===== src/rtl/reg_file_32x32.sv =====
// 32 x 32 general register file, two registered read ports, one write port, write-first bypass.
// Latency: read data and RD_VALID appear one cycle after the READ strobe.
// Backpressure: none; every READ/WRITE strobe is accepted on the edge it is sampled.
module reg_file_32x32 #(
   parameter int DATA_WIDTH = 32,
   parameter int ADDR_WIDTH = 5,
   parameter int ZERO_REG   = 1
) (
   input  logic                  CLK,
   input  logic                  RST,
   input  logic                  READ,
   input  logic                  WRITE,
   input  logic [ADDR_WIDTH-1:0] ADDR_R1,
   input  logic [ADDR_WIDTH-1:0] ADDR_R2,
   input  logic [ADDR_WIDTH-1:0] ADDR_W,
   input  logic [DATA_WIDTH-1:0] DATA_W,
   output logic [DATA_WIDTH-1:0] DATA_R1,
   output logic [DATA_WIDTH-1:0] DATA_R2,
   output logic                  RD_VALID
);

   localparam int DEPTH = 1 << ADDR_WIDTH;

   logic [DEPTH-1:0][DATA_WIDTH-1:0] regs_q, regs_d;
   logic [DATA_WIDTH-1:0]            data_r1_q, data_r1_d;
   logic [DATA_WIDTH-1:0]            data_r2_q, data_r2_d;
   logic                             rd_valid_q, rd_valid_d;

   logic [DATA_WIDTH-1:0]            mux_r1, mux_r2;
   logic [DATA_WIDTH-1:0]            src_r1, src_r2;
   logic                             wr_to_zero;
   logic                             wr_en;
   logic                             byp_r1, byp_r2;

   mux32_32x1 #(
      .DATA_WIDTH (DATA_WIDTH),
      .SEL_WIDTH  (ADDR_WIDTH)
   ) u_mux_r1 (
      .data_in  (regs_q),
      .sel      (ADDR_R1),
      .data_out (mux_r1)
   );

   mux32_32x1 #(
      .DATA_WIDTH (DATA_WIDTH),
      .SEL_WIDTH  (ADDR_WIDTH)
   ) u_mux_r2 (
      .data_in  (regs_q),
      .sel      (ADDR_R2),
      .data_out (mux_r2)
   );

   // A dropped R0 write must neither update the array nor feed the bypass.
   always_comb begin
      wr_to_zero = (ZERO_REG != 0) && (ADDR_W == '0);
      wr_en      = WRITE && !wr_to_zero;
      byp_r1     = wr_en && (ADDR_R1 == ADDR_W);
      byp_r2     = wr_en && (ADDR_R2 == ADDR_W);
      src_r1     = byp_r1 ? DATA_W : mux_r1;
      src_r2     = byp_r2 ? DATA_W : mux_r2;
   end

   always_comb begin
      regs_d = regs_q;
      if (wr_en) begin
         regs_d[ADDR_W] = DATA_W;
      end
      if (ZERO_REG != 0) begin
         regs_d[0] = '0;
      end
   end

   always_comb begin
      data_r1_d  = data_r1_q;
      data_r2_d  = data_r2_q;
      rd_valid_d = READ;
      if (READ) begin
         data_r1_d = src_r1;
         data_r2_d = src_r2;
      end
   end

   always_ff @(posedge CLK or posedge RST) begin
      if (RST) begin
         regs_q     <= '0;
         data_r1_q  <= '0;
         data_r2_q  <= '0;
         rd_valid_q <= 1'b0;
      end else begin
         regs_q     <= regs_d;
         data_r1_q  <= data_r1_d;
         data_r2_q  <= data_r2_d;
         rd_valid_q <= rd_valid_d;
      end
   end

   assign DATA_R1  = data_r1_q;
   assign DATA_R2  = data_r2_q;
   assign RD_VALID = rd_valid_q;

endmodule

// 32:1 word-wide read-select mux cell, one per read port.
// Latency: combinational.
// Backpressure: none.
module mux32_32x1 #(
   parameter int DATA_WIDTH = 32,
   parameter int SEL_WIDTH  = 5
) (
   input  logic [(1<<SEL_WIDTH)-1:0][DATA_WIDTH-1:0] data_in,
   input  logic [SEL_WIDTH-1:0]                      sel,
   output logic [DATA_WIDTH-1:0]                     data_out
);

   always_comb begin
      data_out = data_in[sel];
   end

endmodule


===== config.mk =====
export PLATFORM = sky130hd
export DESIGN_NAME = reg_file_32x32
export DESIGN_NICKNAME = d
export VERILOG_FILES = /design/src/rtl/reg_file_32x32.sv
export SDC_FILE = /design/constraint.sdc
export NUM_CORES = 2
export LEC_CHECK = 0
export ABC_AREA = 1
export CAP_MARGIN = 25
export CORE_MARGIN = 1
export CORE_UTILIZATION = 30
export CTS_CLUSTER_DIAMETER = 30
export CTS_CLUSTER_SIZE = 24
export DETAILED_ROUTE_END_ITERATION = 12
export PLACE_DENSITY = 0.4
export SETUP_SLACK_MARGIN = 0.4
export SYNTH_ARGS = -nofsm -noshare
export SYNTH_HDL_FRONTEND = slang
export SYNTH_SLANG_ARGS = --single-unit

===== constraint.sdc =====
create_clock -name CLK -period 42.9 [get_ports CLK]
set_input_delay 6.435 -clock CLK [delete_from_list [all_inputs] [get_ports CLK]]
set_output_delay 6.435 -clock CLK [all_outputs]
set_load 0.05 [all_outputs]

== After elaboration in Yosys (flattened, before gate mapping) ==
Index checks and enable logic that the tools add are counted.
Widths: inputs -> output; s select.

* Equality and inequality tests: 2
* Muxes and demuxes: 9
* Reductions and logical operators: 6
* Magnitude comparators: 4

{| class="wikitable"
|+ Operators with widths
! kind !! count
|-
| $bwmux 1024 || 1
|-
| $bmux 32 s5 || 2
|-
| $demux 32 s5 || 1
|-
| $mux 32 || 5
|-
| $lt 5x6->1 const B || 3
|-
| $eq 5x5->1 || 2
|-
| $ge 5x1->1 const B || 1
|-
| $logic_not 5->1 || 1
|-
| $logic_and 1x1->1 || 4
|-
| $logic_not 1->1 || 1
|}

* Register bits: 1,057
* Input bits: 51
* Word-level logic and storage cells: 55

== Depth between registers and ports, before layout ==
* Word-level depth: 5
* Mapped depth: 13

== Modules after synthesis ==
From an unflattened synthesis, not the netlist that was laid out.

* Cells, all modules: 8,729
* Area, all modules: 60,230.3 µm²

{| class="wikitable"
|+ By module, submodules not included
! module !! area each (µm²) !! instances !! cells an instance
|-
| reg_file_32x32 || 38,637.1 || 1 || 3,867
|-
| mux32_32x1 || 10,796.6 || 2 || 2,431
|}

== Worst setup path before layout ==
OpenSTA, ideal clock, no wires.

* Kind: input to register
* From: in ADDR_R1[0]
* To: reg data_r1_q[28], in the netlist DATA_R1[28]
* Arrival: 7.544 ns
* Stages on the path: 12
* Path slack: 35.239 ns
* Library setup time: 0.118 ns
* Path buffers: 3
* Data required time: 42.782 ns
* Cells stage by stage: buf_4 > buf_6 > buf_2 > or2_2 > nand3_1 > nand3_1 > nand3_1 > nand3_1 > nand2_1 > nand2_1 > nand2_1 > nand2_1

* Word-level cells in the longest chain between the ends: 3
* Elaborated cells between the ends (all ways): 5

{| class="wikitable"
|+ RTL lines
! element !! line !! source
|-
| start: declaration || 13 || <nowiki>input logic [ADDR_WIDTH-1:0] ADDR_R1,</nowiki>
|-
| $bmux 32 s5 / $eq 5x5->1 (equally long branches) || 116, 57 ||
|-
| $mux 32 (implied by the code) / $logic_and 1x1->1 (equally long branches) || 116, 57 ||
|-
| $mux 32 (*) || 59 || <nowiki>src_r1 = byp_r1 ? DATA_W : mux_r1;</nowiki>
|-
| end signal: assignment || 91 || <nowiki>data_r1_q <= data_r1_d;</nowiki>
|-
| end: declaration || 25 || <nowiki>logic [DATA_WIDTH-1:0] data_r1_q, data_r1_d;</nowiki>
|}

Mark *: on every way between the ends. The rest lies on a longest branch, timed or not. The select of a mux whose other input is x is not followed.
A chain may end at the register's enable or synchronous reset.

==> results.md <==
* Most frequent cells in the layout: nand2_1 (3092), nand3_1 (1859), dfrtp_1 (1057)
* Core region area at approximately 0.2 mm2
* Post-synth ARST share at 1.00
* ANT nets after route at 0
* WS Path Type: in2async
* Mux cell area share after synthesis at 0
* Hold Vio Cnt, Final at 0
* Max Clock Freq at 96.3 MHz
* Die Height at between 400 and 500 um
* Via count at 61.2k
* Mapped Cells at 8997
* Final setup viols at 0
* CP max-delay cell: buf_4
* Largest family of logic cells by synthesized area: simple AND/OR/NAND/NOR gates
* Port-buffer cells at around 120
* Clock Skew at 61.1 ps
* Most common cell after layout, fill and taps aside: nand2_1
* Status: finished clean
* Crit path max fanout at 137
* Initial antenna violation count at 12
* Syn nets at roughly 9k
* Worst-skew pair later-pin latency at between 900 and 1000 ps
* Cts hold-fix bufs at 0
* Nets@finish at 8934
* Die area at 0.205 mm2
* Synth Area in XOR/XNOR at 0.00115
* Top FF cell, synth: dfrtp_1
* Largest net degree at the start of global routing at approximately 190
* Synth Area in Adders at 0
* # resized after CTS at 0
* GRT Overall Usage at 0.283
* Crit start category: input pin
* Clk buf depth at 4
* Final max-slew violation count at 0
* Mapped Area at about 0.06 mm2
* Minimum clock period at between 10000 and 15000 ps
* Slew @ Worst Pin at 1250 ps
* Drt first-iter violations at approximately 6.3k
* Drt pass-1 iters at 6
* Worst Hold Class: reg2reg
* Row cnt at 165
* Hold slack at between 400 and 500 ps
* Setup TNS at 0 ps
* CTS sink cnt at between 1k and 1.5k
* Slew margin rel. at 0.166
* Worst path max stage delay at about 800 ps
* Synthesis-to-finish area growth at 23.6%
* Die width at between 400 and 500 um
* Final worst path period share at 0.242
* Synth Area in Compound Gates at 0.0935
* Max VDD drop at roughly 0.040 mV
* Register area share after synthesis at 0.434
* Filler cells at about 21k
* Max-cap viol count at 0
* CP cell instances: clkdlybuf4s50_1, inv_8, buf_12, buf_12, buf_4, buf_4, buf_4
* Pleak at between 0.03 and 0.04 uW
* CTS clock-pin slew for the worst setup and hold paths at around 40 ps
* Setup crit end kind: asynchronous set/reset pin
* Initial core utilization at 0.302
* CTS tree: built
* Vias in the first global route at 59.3k
* Yosys warns at 0
* Clock Tree Root: clkbuf_16
* Routed WL at between 200000 and 300000 um
* Distinct cells, synth at 29
* Ports at approximately 120
* Simple-gate area share of the yosys netlist at 0.353
* DRC at 0
* Hpwl dp at roughly 150000 um
* CP bufs+invs at 7
* Post-CTS setup buffer count at 0
* Critical Path RT at around 44000 ps
* Yosys reg bits at around 1.1k
* Syn Area/Cell at about 6.8 um2
* Total grt overflow at 0
* Wire length per cell at between 20 and 25 um
* RSZ-0062 raised after global routing: false
* CTS H-tree lvls at 5
* Routability Congestion at 0.807
* Share of cells above drive strength 1 at 0.0829
* Delay-heaviest family, CP: buffers and inverters
* First-pass GRT wire length at between 400000 and 500000 um
* EDFF count, synth at 0
* TritonCTS buffer count at ~360
* CP dominant cell by count: buf_4
* PD cells at 60.6 mW/mm2
* Arrival time worst endpoint at 11310 ps
* Vias per cell at between 5 and 6
==> cell type report <==
type                            count  area [um2]  area share
Inverter                         1058        4040      0.0535
Tap cell                         2672        3340      0.0443
Multi-Input combinational cell   6181       27500       0.365
Antenna cell                        4        10.0    0.000133
Clock inverter                    112        1520      0.0202
Sequential cell                  1057       26500       0.351
Timing Repair Buffer              229        2210      0.0293
Clock buffer                      503       10300       0.137
==> through the flow <==
stage | worst slack [ps] | power, uW | cell area (um2) | instances | utilization
2_1_floorplan | 6710 | 1790 | 61000 | 8997 | -
3_3_place_gp | 31300 | 1990 | 63400 | 11200 | 0.314
3_5_place_dp | 31280 | 2010 | 63400 | 11200 | 0.314
4_1_cts | 32220 | 4600 | 75300 | 11800 | 0.372
5_1_grt | 31780 | 4780 | 75400 | 11800 | 0.373
6_report | 32510 | 4570 | 75400 | 11800 | 0.373
==> worst min-delay path, cell delays in order, from the launching register on <==
cell,delay [ps]
dfrtp_1,330
nand2_1,50
o21ai_0,60
==> sequential cells by signal (all words and copies together) (netlist names) <==
name,count
regs_q,992
DATA_R2,32
RD_VALID,1
DATA_R1,32
==> Yosys cell counts, types with 32 or more instances <==
cell      count  area share
nand3_1    1859        0.15
clkbuf_1    266       0.016
buf_2       361       0.030
nor2_1       35      0.0022
o211ai_1     32      0.0039
o21ai_1      82      0.0067
buf_1        38      0.0023
dfrtp_1    1057        0.43
nand2_1    3103        0.19
inv_1      1036       0.064
o21ai_0     974       0.080
a21oi_1      33      0.0027
==> cells by family (layout without fill, tap and decap cells) <==
kind of cell,Yosys count,count (layout)
DFF,1057,1057
AOI/OAI and AO/OA,1122,1122
and+or+nand+nor,5051,5051
xor gates and xnor gates,8,8
other,0,4
buffers and inverters,1759,1902
==> final timing paths <==
path                                         start                       to  slack [ps]  depth (start not counted)
min                        regs_q[848]$_DFFE_PP0P_  regs_q[848]$_DFFE_PP0P_         480                          2
max reg2reg                regs_q[540]$_DFFE_PP0P_  DATA_R1[28]$_DFFE_PP0P_       41130                          9
max in group CLK                        ADDR_R1[0]  DATA_R1[22]$_DFFE_PP0P_       32890                         13
max                                            RST  regs_q[641]$_DFFE_PP0P_       32510                          7
min reg2reg                regs_q[848]$_DFFE_PP0P_  regs_q[848]$_DFFE_PP0P_         480                          2
min in group asynchronous                      RST  regs_q[969]$_DFFE_PP0P_        6060                          2
==> layer usage <==
metal  track usage  share of wire  vias up
li1              -              -    28400
met1         0.361           0.42    29600
met2         0.469           0.47     2437
met3        0.0389          0.058      688
met4         0.136          0.049        4
met5             0        0.00011        -
==> where the power goes <==
group / internal [uW] / switching (uW)
sequential: 1190 / 103
clock: 1850 / 722
combinational: 223 / 483
Note: power is estimated with default switching activity, not from simulation.
